[src/rtl/mem_arb_pkg.sv]
// Shared types and constants for the three-port memory arbiter:
// FSM state encoding, port indices, timeout read fill and small helpers.
package mem_arb_pkg;

  typedef enum logic [1:0] {
    ST_IDLE    = 2'd0,
    ST_ISSUE   = 2'd1,
    ST_WAIT_HI = 2'd2,
    ST_WAIT_LO = 2'd3
  } arb_state_t;

  localparam int NUM_PORTS = 3;
  localparam int ADDR_W    = 22;
  localparam int DATA_W    = 8;

  localparam logic [1:0] PORT_VIDEO  = 2'd0;
  localparam logic [1:0] PORT_CPU    = 2'd1;
  localparam logic [1:0] PORT_LOADER = 2'd2;
  localparam logic [1:0] GNT_NONE    = 2'd3;

  // Returned on rdata when a transaction is abandoned after a timeout.
  localparam logic [DATA_W-1:0] TIMEOUT_FILL = 8'hFF;

  // Fixed priority among the requesters: video > cpu > loader.
  function automatic logic [1:0] pick_port(input logic [NUM_PORTS-1:0] r);
    if (r[0]) return PORT_VIDEO;
    if (r[1]) return PORT_CPU;
    if (r[2]) return PORT_LOADER;
    return GNT_NONE;
  endfunction

  // One-hot ack vector for a grant index; GNT_NONE (refresh) yields no ack.
  function automatic logic [NUM_PORTS-1:0] port_onehot(input logic [1:0] p);
    case (p)
      PORT_VIDEO:  return 3'b001;
      PORT_CPU:    return 3'b010;
      PORT_LOADER: return 3'b100;
      default:     return 3'b000;
    endcase
  endfunction

endpackage

[src/rtl/mem_refresh_timer.sv]
// Refresh bookkeeping: a free-running tick counter that fires every
// REFRESH_INTERVAL cycles and a saturating 3-bit count of refreshes owed.
// Only instantiated when MEM_ARB_REFRESH_EN is defined.
module mem_refresh_timer
  import mem_arb_pkg::*;
#(
  parameter int REFRESH_INTERVAL = 200
) (
  input  logic       clk,
  input  logic       resetn,
  input  logic       refresh_issue,
  output logic [2:0] pending
);

  localparam int TICK_W = (REFRESH_INTERVAL > 2) ? $clog2(REFRESH_INTERVAL) : 1;
  localparam logic [TICK_W-1:0] TICK_LAST = TICK_W'(REFRESH_INTERVAL - 1);

  logic [TICK_W-1:0] tick_cnt_reg;
  logic [2:0]        pending_reg;
  logic              tick;

  assign tick    = (tick_cnt_reg == TICK_LAST);
  assign pending = pending_reg;

  // Interval counter wraps on the tick cycle.
  always_ff @(posedge clk) begin
    if (!resetn) tick_cnt_reg <= '0;
    else if (tick) tick_cnt_reg <= '0;
    else tick_cnt_reg <= tick_cnt_reg + 1'b1;
  end

  // Owed-refresh count: +1 per tick (saturating), -1 per issued refresh.
  always_ff @(posedge clk) begin
    if (!resetn) begin
      pending_reg <= 3'd0;
    end else begin
      case ({tick, refresh_issue})
        2'b10:   if (pending_reg != 3'd7) pending_reg <= pending_reg + 3'd1;
        2'b01:   if (pending_reg != 3'd0) pending_reg <= pending_reg - 3'd1;
        default: pending_reg <= pending_reg;
      endcase
    end
  end

endmodule

[src/rtl/mem_port_arbiter.sv]
// Three-port (video, cpu, loader) arbiter in front of a single-byte memory
// controller with a busy handshake. Optional refresh scheduling is compiled
// in when MEM_ARB_REFRESH_EN is defined; otherwise mem_refresh is tied low.
module mem_port_arbiter
  import mem_arb_pkg::*;
#(
  parameter int REFRESH_INTERVAL = 200,
  parameter int REFRESH_URGENT   = 2,
  parameter int TIMEOUT          = 255
) (
  input  logic        clk,
  input  logic        resetn,
  input  logic [2:0]  req,
  input  logic [2:0]  we,
  input  logic [65:0] addr,
  input  logic [23:0] wdata,
  output logic [2:0]  ack,
  output logic [7:0]  rdata,
  output logic [1:0]  gnt,
  output logic        arb_busy,
  output logic        err,
  output logic        mem_read,
  output logic        mem_write,
  output logic        mem_refresh,
  output logic [21:0] mem_addr,
  output logic [7:0]  mem_din,
  input  logic [7:0]  mem_dout,
  input  logic        mem_busy
);

  // Wide enough to hold TIMEOUT without wrapping.
  localparam int CNT_W = $clog2(TIMEOUT + 2);

  arb_state_t state_reg, state_next;

  logic [CNT_W-1:0]     wait_cnt_reg;
  logic                 we_reg;
  logic                 is_ref_reg;
  logic [1:0]           gnt_reg;
  logic [NUM_PORTS-1:0] ack_reg;
  logic [DATA_W-1:0]    rdata_reg;
  logic                 err_reg;
  logic [ADDR_W-1:0]    addr_reg;
  logic [DATA_W-1:0]    din_reg;

  logic grant_now, done_now, abort_now, timed_out;
  logic win_valid, win_ref;
  logic [1:0] win_port;
  logic ref_urgent, ref_any;

  // Per-port views of the packed buses; slot 3 is the "no port" entry used
  // by refresh grants so that indexing by a 2-bit grant is always in range.
  logic [ADDR_W-1:0] port_addr  [4];
  logic [DATA_W-1:0] port_wdata [4];
  logic [3:0]        port_we;

  for (genvar gi = 0; gi < NUM_PORTS; gi++) begin : g_port
    assign port_addr[gi]  = addr[ADDR_W*gi +: ADDR_W];
    assign port_wdata[gi] = wdata[DATA_W*gi +: DATA_W];
  end
  assign port_addr[3]  = '0;
  assign port_wdata[3] = '0;
  assign port_we       = {1'b0, we};

`ifdef MEM_ARB_REFRESH_EN
  logic [2:0] pending;
  logic       refresh_issue;

  assign refresh_issue = (state_reg == ST_ISSUE) && is_ref_reg;

  mem_refresh_timer #(
    .REFRESH_INTERVAL(REFRESH_INTERVAL)
  ) u_refresh_timer (
    .clk          (clk),
    .resetn       (resetn),
    .refresh_issue(refresh_issue),
    .pending      (pending)
  );

  assign ref_urgent = (int'(pending) >= REFRESH_URGENT);
  assign ref_any    = (pending != 3'd0);
`else
  assign ref_urgent = 1'b0;
  assign ref_any    = 1'b0;
`endif

  assign timed_out = (wait_cnt_reg == CNT_W'(TIMEOUT));

  // Pick the next winner: urgent refresh, then ports by priority, then any owed refresh.
  always_comb begin
    win_valid = 1'b1;
    win_ref   = 1'b0;
    win_port  = GNT_NONE;
    if (ref_urgent) begin
      win_ref = 1'b1;
    end else if (|req) begin
      win_port = pick_port(req);
    end else if (ref_any) begin
      win_ref = 1'b1;
    end else begin
      win_valid = 1'b0;
    end
  end

  // State register.
  always_ff @(posedge clk) begin
    if (!resetn) state_reg <= ST_IDLE;
    else state_reg <= state_next;
  end

  // Next-state and command pulses. No grant in the ack cycle: the acked
  // requester still holds req there and must not be served twice.
  always_comb begin
    state_next  = state_reg;
    grant_now   = 1'b0;
    done_now    = 1'b0;
    abort_now   = 1'b0;
    mem_read    = 1'b0;
    mem_write   = 1'b0;
    mem_refresh = 1'b0;
    case (state_reg)
      ST_IDLE: begin
        if (!mem_busy && (ack_reg == '0) && win_valid) begin
          grant_now  = 1'b1;
          state_next = ST_ISSUE;
        end
      end
      ST_ISSUE: begin
        mem_read  = !is_ref_reg && !we_reg;
        mem_write = !is_ref_reg && we_reg;
`ifdef MEM_ARB_REFRESH_EN
        mem_refresh = is_ref_reg;
`endif
        state_next = ST_WAIT_HI;
      end
      ST_WAIT_HI: begin
        if (timed_out) begin
          abort_now  = 1'b1;
          state_next = ST_IDLE;
        end else if (mem_busy) begin
          state_next = ST_WAIT_LO;
        end
      end
      ST_WAIT_LO: begin
        if (!mem_busy) begin
          done_now   = 1'b1;
          state_next = ST_IDLE;
        end else if (timed_out) begin
          abort_now  = 1'b1;
          state_next = ST_IDLE;
        end
      end
      default: state_next = ST_IDLE;
    endcase
  end

  // Transaction datapath: latch the winner, count wait cycles, complete or abort.
  always_ff @(posedge clk) begin
    if (!resetn) begin
      wait_cnt_reg <= '0;
      we_reg       <= 1'b0;
      is_ref_reg   <= 1'b0;
      gnt_reg      <= GNT_NONE;
      ack_reg      <= '0;
      rdata_reg    <= '0;
      err_reg      <= 1'b0;
      addr_reg     <= '0;
      din_reg      <= '0;
    end else begin
      ack_reg <= '0;
      if (grant_now) begin
        addr_reg     <= port_addr[win_port];
        din_reg      <= port_wdata[win_port];
        we_reg       <= win_ref ? 1'b0 : port_we[win_port];
        is_ref_reg   <= win_ref;
        gnt_reg      <= win_port;
        wait_cnt_reg <= '0;
      end else if (state_reg == ST_WAIT_HI || state_reg == ST_WAIT_LO) begin
        wait_cnt_reg <= wait_cnt_reg + 1'b1;
      end
      if (done_now) begin
        ack_reg <= port_onehot(gnt_reg);
        if (!we_reg && !is_ref_reg) rdata_reg <= mem_dout;
        gnt_reg <= GNT_NONE;
      end
      if (abort_now) begin
        err_reg <= 1'b1;
        ack_reg <= port_onehot(gnt_reg);
        if (!is_ref_reg) rdata_reg <= TIMEOUT_FILL;
        gnt_reg <= GNT_NONE;
      end
    end
  end

  assign ack      = ack_reg;
  assign rdata    = rdata_reg;
  assign gnt      = gnt_reg;
  assign err      = err_reg;
  assign arb_busy = (state_reg != ST_IDLE);
  assign mem_addr = addr_reg;
  assign mem_din  = din_reg;

endmodule

[config.mk]
export PLATFORM = sky130hd
export DESIGN_NAME = mem_port_arbiter
export DESIGN_NICKNAME = d
export VERILOG_FILES = /design/src/rtl/mem_arb_pkg.sv /design/src/rtl/mem_refresh_timer.sv /design/src/rtl/mem_port_arbiter.sv
export SDC_FILE = /design/constraint.sdc
export NUM_CORES = 1
export LEC_CHECK = 0
export CAP_MARGIN = 10
export CORE_MARGIN = 8
export CORE_UTILIZATION = 25
export DETAILED_ROUTE_END_ITERATION = 7
export GPL_TIMING_DRIVEN = 0
export PLACE_DENSITY = 0.6
export SLEW_MARGIN = 20
export SYNTH_ARGS = -nofsm -noshare
export SYNTH_HDL_FRONTEND = slang
export SYNTH_HIERARCHICAL = 1
export SYNTH_SLANG_ARGS = --single-unit
[constraint.sdc]
create_clock -name clk -period 1.9 [get_ports clk]
set_input_delay 0.57 -clock clk [delete_from_list [all_inputs] [get_ports clk]]
set_output_delay 0.57 -clock clk [all_outputs]
set_load 0.01 [all_outputs]
After elaboration in Yosys (flattened, before gate mapping)
Cells that the tools add are included.
{ "op_classes": {"shifts": 0, "n_eq_ne": 10, "n_mux": 46, "n_bitwise": 2, "reduce_logical": 15, "mul": 0, "addsub": 1, "magnitude_cmp": 2, "div": 0} }
{ "ops": {"columns": ["cell", "n"], "rows": [
  ["$bmux 22 s2", 1],
  ["$mux 22", 2],
  ["$mux 8", 5],
  ["$mux 2", 12],
  ["$mux 1", 19],
  ["$bmux 8 s2", 1],
  ["$add 9x1->9 const B", 1],
  ["$eq 9x8->1 const B", 1],
  ["$pmux 3 s3", 1],
  ["$pmux 2 s4", 1],
  ["$eq 2x2->1 const B", 3],
  ["$mux 3", 2],
  ["$ne 3x3->1 const B", 2],
  ["$reduce_or 3->1", 2],
  ["$eq 2x1->1 const B", 2],
  ["$logic_not 2->1", 2],
  ["$reduce_bool 2->1", 2],
  ["$ge 3x3->1 const B", 1],
  ["$logic_not 3->1", 1],
  ["$lt 2x3->1 const B", 1],
  ["$not 2->3", 1],
  ["$reduce_and 3->1", 1],
  ["$bmux 1 s2", 1],
  ["$logic_and 1x1->1", 2],
  ["other kinds (8)", 9]
]} }
{ "totals": {"ramBits": 0, "reg_bits": 56, "rom_bits": 0, "latchBits": 0, "memories": 0, "elab_cells": 85} }

Logic depth before layout (Yosys ltp)
Gate-level depths: netlist (run 1).
{ "logic_depth": {"depth_word": 15, "mapped_depth": 8} }

Worst setup path after synthesis (run 1)
OpenSTA, ideal clock, no wires.
{ "synth_timing": {"kind": "reg-to-reg", "start": "register state_reg[1]", "end": "register wait_cnt_reg[8]", "required_time_ps": 1760, "arrival_ps": 1642, "n_path_buf": 3, "period_less_slack_ps": 1782, "slack_ps": 118, "path_stages_with_launch": 8, "path_cell_list": "dfxtp_1 buf_6 or4_4 nor4_2 buf_4 nand2b_1 buf_4 a211oi_1"} }
{ "synth_between": {"elab_chain_cells": 3} }
{ "synth_rtl": {"columns": ["element", "line", "text"], "rows": [
  ["start: declaration", "mem_port_arbiter.sv:34", "arb_state_t state_reg, state_next;"],
  ["start signal: assignment", "mem_port_arbiter.sv:108", "else state_reg <= state_next;"],
  ["$logic_not 2->1", "mem_port_arbiter.sv:121", "case (state_reg)"],
  ["$mux 1", "mem_port_arbiter.sv:121", null],
  ["$reduce_or 2->1 (no source line)", null, null],
  ["end signal: assignment", "mem_port_arbiter.sv:179", "wait_cnt_reg <= wait_cnt_reg + 1'b1;"],
  ["end: declaration", "mem_port_arbiter.sv:36", "logic [CNT_W-1:0] wait_cnt_reg;"]
]} }
Parallel ways exist; a longest one is shown, timed or not.
A chain may end at the register's enable or synchronous reset.

Worst setup path in the final report (run 1)
{ "layout_timing": {"start": "register state_reg[1]", "end": "output arb_busy"} }
{ "layout_between": {"elab_chain_cells": 1} }
{ "layout_rtl": {"columns": ["element", "line", "text"], "rows": [
  ["$reduce_bool 2->1", "mem_port_arbiter.sv:199", "assign arb_busy = (state_reg != ST_IDLE);"],
  ["end: declaration", "mem_port_arbiter.sv:20", "output logic arb_busy,"]
]} }
No other way between the ends.

==> summary.txt, run 1 <==
Route
  • DR pass1 iterations: 4
  • ANT nets after route: 0
  • Number of remaining DRC errors: 0
  • Iter 0 DRT Violations: about 100
  • Detailed Route WL: around 10,000 um
  • Via Count: between 2,000 and 3,000
  • Post-DR vias/cell: approximately 5
  • Routed wire per std cell: around 18 um

Floorplanning
  • Die height: 118.9 um
  • Total die area: roughly 14,000 um^2
  • Die Wd: about 120 um
  • # IOs: roughly 160
  • Initial core utilization: 25.66%
  • Core area: 10,320 um^2
  • # rows: 37

Synth
  • Fraction of registers with async set/reset: 0%
  • Syn Area/Cell: 9.197 um^2
  • Mapped Nets: just under 400
  • Yosys top cell by area: dfxtp_1
  • YS warnings: 6
  • Main synth FF type: dfxtp_1
  • Ranking of synthesized cells by area: dfxtp_1, a221o_1, o2111ai_1
  • Post-synth top area share: a little over two fifths
  • Post-Synthesis Cells: around 290
  • Library cells used by synthesis: 35
  • Sequential element share of the synthesized area: around 42%
  • Mapped cell area: approximately 2600 um^2
  • Post-synth EDFFs: 0
  • FF+latch count, synth: 56

CTS
  • Clock Tree Buf Depth: 2
  • CTS sink count: 56
  • Clk slew on worst S/H paths: around 100 ps
  • Total CTS buffers: 5
  • CTS tree: built
  • H-tree levels: 2
  • Clock root buffer: clkbuf_8
  • Worst-Skew Late Latency: ~310 ps

GRT
  • Initial antenna violation count: 0
  • GRT Residual Overflow: 0
  • Gr usage total: roughly 14%
  • First-pass GRT wire length: between 15,000 and 20,000 um
  • Vias in the first global route: around 3,200
  • Largest net degree at the start of global routing: 18

Power and ir drop
  • Pleak: around 1.6 nW
  • Peak supply drop: between 0.3 and 0.4 mV
  • Pwr/cell area: approximately 600 nW/um^2

Setup path
  • CP max FO: 6
  • CP Data Arrival Time: around 1300 ps
  • Crit start category: register
  • Worst setup path category: reg2out
  • Worst setup EP type: output port
  • Worst Path Required: between 1000 and 1500 ps

STA
  • Fin Clk Skew: 12.77 ps
  • Max_slew headroom: between 60% and 70%
  • Final count of hold timing violations: 0
  • Crit share post-route: between 90% and 100%
  • Setup TNS: 0 ps
  • Slew Limit Fails: 0
  • Worst-margin pin slew: ~570 ps
  • Period minus WS final: between 1500 and 2000 ps
  • Final setup fails: 0
  • F_max: approximately 550 MHz

Worst hold path
  • Hold/Removal Path Class: reg2reg

Cells and area
  • Max reg flops: 22
  • Diode count: 0
  • Util after Layout: between 40% and 50%
  • Share of cells above drive strength 1: 11.09%
  • Layout area overhead: 70.38%
  • Nets@finish: ~560

Place
  • GPL Wtd Cong: 0.7795
  • DP Wirelength: 8321 um
  • I/O Buffers: roughly 150

Flow run
  • Max cap viols: 0

Status
  • Outcome: complete, no violations
==> where the power goes <==
group | internal [mW] | switching (mW) | total [mW]
logic | 0.450 | 0.316 | 0.766
clock network | 0.259 | 0.402 | 0.660
registers | 1.25 | 0.0439 | 1.29
==> what timing repair did <==
| action | 4_1_cts | 5_1_grt |
|---|---|---|
| hold buffers | 0 | 0 |
| endpoints found under the setup margin | 56 | 53 |
| hold endpoints to repair | 0 | 0 |
| buffers inserted | 3 | 1 |
| gates resized for setup | 22 | 27 |
| pin swaps | 0 | 1 |
==> synth_stat cells (3+ instances only) <==
| cell | number |
|---|---|
| dfxtp_1 | 56 |
| nand2_1 | 34 |
| o2111ai_1 | 32 |
| a221o_1 | 31 |
| o21ai_0 | 30 |
| clkbuf_1 | 25 |
| nor2_1 | 13 |
| o221a_2 | 8 |
| buf_6 | 4 |
| nand4_1 | 4 |
| nor2b_1 | 4 |
| nor3_1 | 4 |
| xor2_1 | 4 |
| buf_4 | 3 |
| inv_1 | 3 |
| nor3b_1 | 3 |
| xnor2_1 | 3 |
==> layout make-up <==
type | count | area, um^2
plain buffers | 34 | 216.5
clock buffers | 5 | 68.82
clock inverters | 3 | 18.77
fillers | 1041 | 5811
inverters | 3 | 11.26
multi-input cells | 195 | 1366
flip-flops and latches | 56 | 1124
well taps | 136 | 170.2
repair buffers | 155 | 1538
==> cells by family after synthesis <==
logic type | share of synthesized area (%)
AO/OA/AOI/OAI | 33.77
XOR/XNOR | 2.315
adder cells (fa/ha/maj) | 0.9446
buffers and inverters | 6.896
flip-flops | 42.32
multiplexers | 0.3779
other | 0.1416
AND/OR/NAND/NOR | 13.23
==> per-stage QoR <==
step / setup slack [ps] / total power [mW] / std cells / hold WS (ps) / area [um^2]
floorplan: 118.3 / 1.603 / 288 / 456.3 / 2649
CTS: 1.885 / 2.744 / 586 / 459.3 / 4479
global placement: -534.7 / 2.050 / 575 / 438.4 / 4330
finish: 65.28 / 2.716 / 587 / 460.2 / 4513
global route: -11.01 / 2.869 / 587 / 489.5 / 4513
detailed placement: -560.1 / 2.057 / 575 / 444.0 / 4330
==> worst paths after layout <==
check | slack [ps] | cells after the start | start | end
worst max-delay path | 70 | 3 | state_reg[1] | arb_busy
worst min-delay path | 460 | 2 | mem_din[3] | mem_din[3]
worst max register to register | 90 | 7 | state_reg[1] | mem_addr[18]
worst min register to register | 460 | 2 | mem_din[3] | mem_din[3]
==> worst max-delay path, stage by stage (launching register included) <==
cell and delay [ps]:
dfxtp_1 320, buf_6 120, or2_2 280, clkdlybuf4s15_1 240
==> cells in the final DEF, fill, tap and decap left out, types with 4 or more instances in the layout <==
| cell type | n |
|---|---|
| clkdlybuf4s50_1 | 144 |
| buf_4 | 8 |
| nor2_1 | 13 |
| o221a_2 | 8 |
| xor2_1 | 4 |
| clkbuf_8 | 5 |
| clkbuf_1 | 14 |
| nand2_1 | 34 |
| o2111ai_1 | 32 |
| dfxtp_1 | 54 |
| a221o_1 | 31 |
| nand4_1 | 4 |
| o21ai_0 | 29 |
| buf_6 | 5 |
| clkbuf_2 | 8 |
==> per-layer routing <==
| metal | track usage (%) | routed length, um | up-vias |
|---|---|---|---|
| li1 | - | - | 1440 |
| met1 | 16.01 | 4314 | 1361 |
| met2 | 24.06 | 4899 | 121 |
| met3 | 6.424 | 1014 | 16 |
| met4 | 4.348 | 218 | 0 |
| met5 | 0 | 0 | - |
(Power assumes the default switching activity.)
==> run 2, diff against run 1 <==
ABC_AREA = 1   (was default)
PLACE_DENSITY = 0.57   (was 0.6)
SETUP_SLACK_MARGIN = 0.4   (was default)
==> summary.txt, run 2 <==
Place
  • Placement Setup Slack: -373.3 ps (+186.8 ps)
  • DP Wirelength: 9556 um (+15%)
  • DP Area: 4949 um^2 (+14%)
  • GPL Wtd Cong: 0.8171 (+4.8%)
  • I/O Buffers: 149 (-1.3%)

GRT
  • Largest net degree at the start of global routing: 20 (+2)
  • GRT Residual Overflow: 0 (unchanged)
  • Initial antenna violation count: 0 (unchanged)
  • Vias in the first global route: 3,863 (+20%)
  • First-pass GRT wire length: 19,370 um (+17%)
  • Gr usage total: 14.54% (+0.21 points)

Synth
  • Fraction of registers with async set/reset: 0% (unchanged)
  • Post-Synthesis Cells: 525 (+82%)
  • Ranking of synthesized cells by area: dfxtp_1, nand2_1, nor2_1
  • Most frequent cells after synthesis: nand2_1, nor2_1, dfxtp_1
  • FF+latch count, synth: 56 (unchanged)
  • Main synth FF type: dfxtp_1
  • Library cells used by synthesis: 29 (-17%)
  • Post-synth top area share: 35.07% (-7.3 points)
  • Top-count cell post-synth: nand2_1
  • Post-synth EDFFs: 0 (unchanged)
  • Mapped cell area: 3197 um^2 (+21%)
  • Syn Area/Cell: 6.089 um^2 (-34%)
  • Mapped Nets: 634 (+60%)
  • Yosys top cell by area: dfxtp_1
  • YS warnings: 6 (unchanged)
  • Sequential element share of the synthesized area: 35.07% (-7.3 points)

CTS
  • H-tree levels: 2 (unchanged)
  • Clock Tree Buf Depth: 2 (unchanged)
  • Total CTS buffers: 5 (unchanged)
  • Hold_buf cts: 0 (unchanged)
  • Clk slew on worst S/H paths: 80 ps (-20 ps)
  • Worst-Skew Late Latency: 300 ps (about the same)
  • CTS sink count: 56 (unchanged)
  • Clock root buffer: clkbuf_16
  • CTS tree: built

STA
  • Final count of hold timing violations: 0 (unchanged)
  • Period minus WS final: 1696 ps (-139.2 ps)
  • Fin Clk Skew: 15.40 ps (+2.636 ps)
  • RSZ-0062 raised after global routing: true
  • Worst-margin pin slew: 531.3 ps (-38.38 ps)
  • Setup ws final: 204.5 ps (+139.2 ps)
  • Max_slew headroom: 64.58% (+2.6 points)
  • Slew Limit Fails: 0 (unchanged)
  • F_max: 589.8 MHz (+8.2%)
  • Final setup fails: 0 (unchanged)
  • Crit share post-route: 89.24% (-7.3 points)

Route
  • DR pass1 iterations: 4 (unchanged)
  • Via Count: 3,873 (+32%)
  • Detailed Route WL: 12,650 um (+21%)
  • Routed wire per std cell: 14.46 um (-19%)
  • Post-DR vias/cell: 4.426 (-12%)
  • Number of remaining DRC errors: 0 (unchanged)
  • ANT nets after route: 0 (unchanged)
  • Iter 0 DRT Violations: 158 (+55%)

Cells and area
  • Most frequent cells in the layout: nand2_1, clkdlybuf4s50_1, nor2_1
  • Diode count: 0 (unchanged)
  • Most common cell after layout, fill and taps aside: nand2_1
  • Fill cells: 1,320 (+27%)
  • Design area: 5391 um^2 (+19%)
  • Max reg flops: 22 (unchanged)
  • Share of cells above drive strength 1: 18.35% (+7.3 points)
  • Layout area overhead: 68.65%
  • Nets@finish: 811 (+45%)

Power and ir drop
  • Pwr/cell area: 881.2 nW/um^2 (+46%)
  • Pleak: 2.468 nW (+54%)
  • Peak supply drop: 0.4177 mV (+36%)
  • Total power: 4.751 mW (+75%)

Setup path
  • Worst setup path category: reg2out
  • FF-to-FF Start: wait_cnt_reg[1]
  • CP peak stage delay: 370 ps (+50 ps)
  • CP Data Arrival Time: 1130 ps (-130 ps)
  • Crit start category: register
  • CP max FO: 3 (-3)
  • CP startpoint: state_reg[1]
  • Worst setup EP type: output port
  • Crit-path cells: buf_8, inv_8, nand2_4, nor2_2, buf_2
  • R2R Setup Slk: 210 ps (+120 ps)
  • R2R depth: 10 (+3)
  • Worst Path Required: 1330 ps (about the same)
  • Reg2reg end: ack[0]
  • Critical path's slowest cell: dfxtp_4

Floorplanning
  • Die height: 129.1 um (+8.5%)
  • Initial core utilization: 25.44% (-0.22 points)
  • Die Wd: 129.1 um (+8.5%)
  • # IOs: 155 (unchanged)
  • Total die area: 16,660 um^2 (+18%)
  • # rows: 41 (+11%)
  • Core area: 12,570 um^2 (+22%)

Worst hold path
  • Hold Path Sink: ack[0]
  • Worst hold stages: 1 (-1)
  • Hold/Removal Path Class: reg2reg
  • Hold Path Origin: gnt[1]

Status
  • Outcome: complete, no violations

Flow run
  • Max cap viols: 0 (unchanged)
-- run 2: cell count changes in the layout (fill, tap and decap cells not counted), sizes merged, moves of 32 or more --
cell,delta
clkdlybuf4s50,-43
nor2,+96
nand2,+116
o2111ai,-32
inv,+54
a21oi,+51
-- run 2: logic make-up (layout without fill, tap and decap cells) --
group           count (synthesis)  count (layout)  synth area share, %
simple gates                  311             311                40.67
buf+inv                        90             267                12.76
compound gates                 63              64                10.06
flops                          56              56                35.07
fa+ha+maj                       2               2               0.7827
xor+xnor                        2               2               0.5480
other cells                     1               1               0.1173
-- run 2: per-layer routing --
metal	vias up	global-route usage, %	part of all wire (%)
li1	1993	-	-
met1	1770	16.52	42
met2	103	26.94	52
met3	7	3.739	5.9
met4	0	2.557	0.74
met5	-	0	0
-- run 2: cell type report --
class                      count  area [um^2]  area share, %
inverter                      56        222.7          4.131
clock inverter                 3        26.28         0.4874
buffer                        34        240.2          4.456
timing repair buffer         169         1567          29.06
sequential                    56         1144          21.21
clock buffer                   5        125.1          2.321
tap                          172        215.2          3.992
multi-input combinational    380         1852          34.35
-- run 2: worst max-delay path by stage --
| stage | end | slack (ps) | cells after the start |
|---|---|---|---|
| 2_1_floorplan | rdata[0] | 360 | 10 |
| 3_3_place_gp | mem_addr[0] | -300 | 8 |
| 3_5_place_dp | mem_addr[1] | -370 | 8 |
| 4_1_cts | mem_read | 180 | 5 |
| 5_1_grt | rdata[0] | 110 | 10 |
| 6_report | mem_read | 200 | 5 |
-- run 2: worst max-delay path: cells and delay by family (launching register included) --
| family | cells | cell delay, ps |
|---|---|---|
| flip-flops | 1 | 370 |
| buffers and inverters | 3 | 320 |
| AND/OR/NAND/NOR | 2 | 130 |
-- run 2: through the flow --
stage / util, % / setup TNS [ps] / hold slack (ps) / instances
after floorplan: - / 0 / 443.6 / 525
after global placement: 39.37 / -7036 / 440.7 / 846
after detailed placement: 39.37 / -9768 / 447.9 / 846
after CTS: 42.59 / 0 / 454.2 / 869
after global routing: 42.90 / 0 / 468.0 / 875
final: 42.90 / 0 / 446.7 / 875
-- run 2: report_power, final --
group / switching, mW / total, mW / internal, mW
Clock: 0.469 / 0.970 / 0.500
Sequential: 0.160 / 1.58 / 1.42
Combinational: 1.19 / 2.20 / 1.02
-- run 2: what timing repair did --
item                                   4_1_cts  5_1_grt
pin swaps                                    9        9
endpoints found under the hold margin        0        0
setup endpoints to repair                  102       88
gates cloned                                 2        0
resized for setup                          129       70
buffers inserted                            13        6
==> run 3, diff against run 2 <==
GPL_ROUTABILITY_DRIVEN = 0   (was default)
SLEW_MARGIN = default   (was 20)
==> results of run 3 <==
No change in the layout: final DEF, timing and power equal those of run 2.
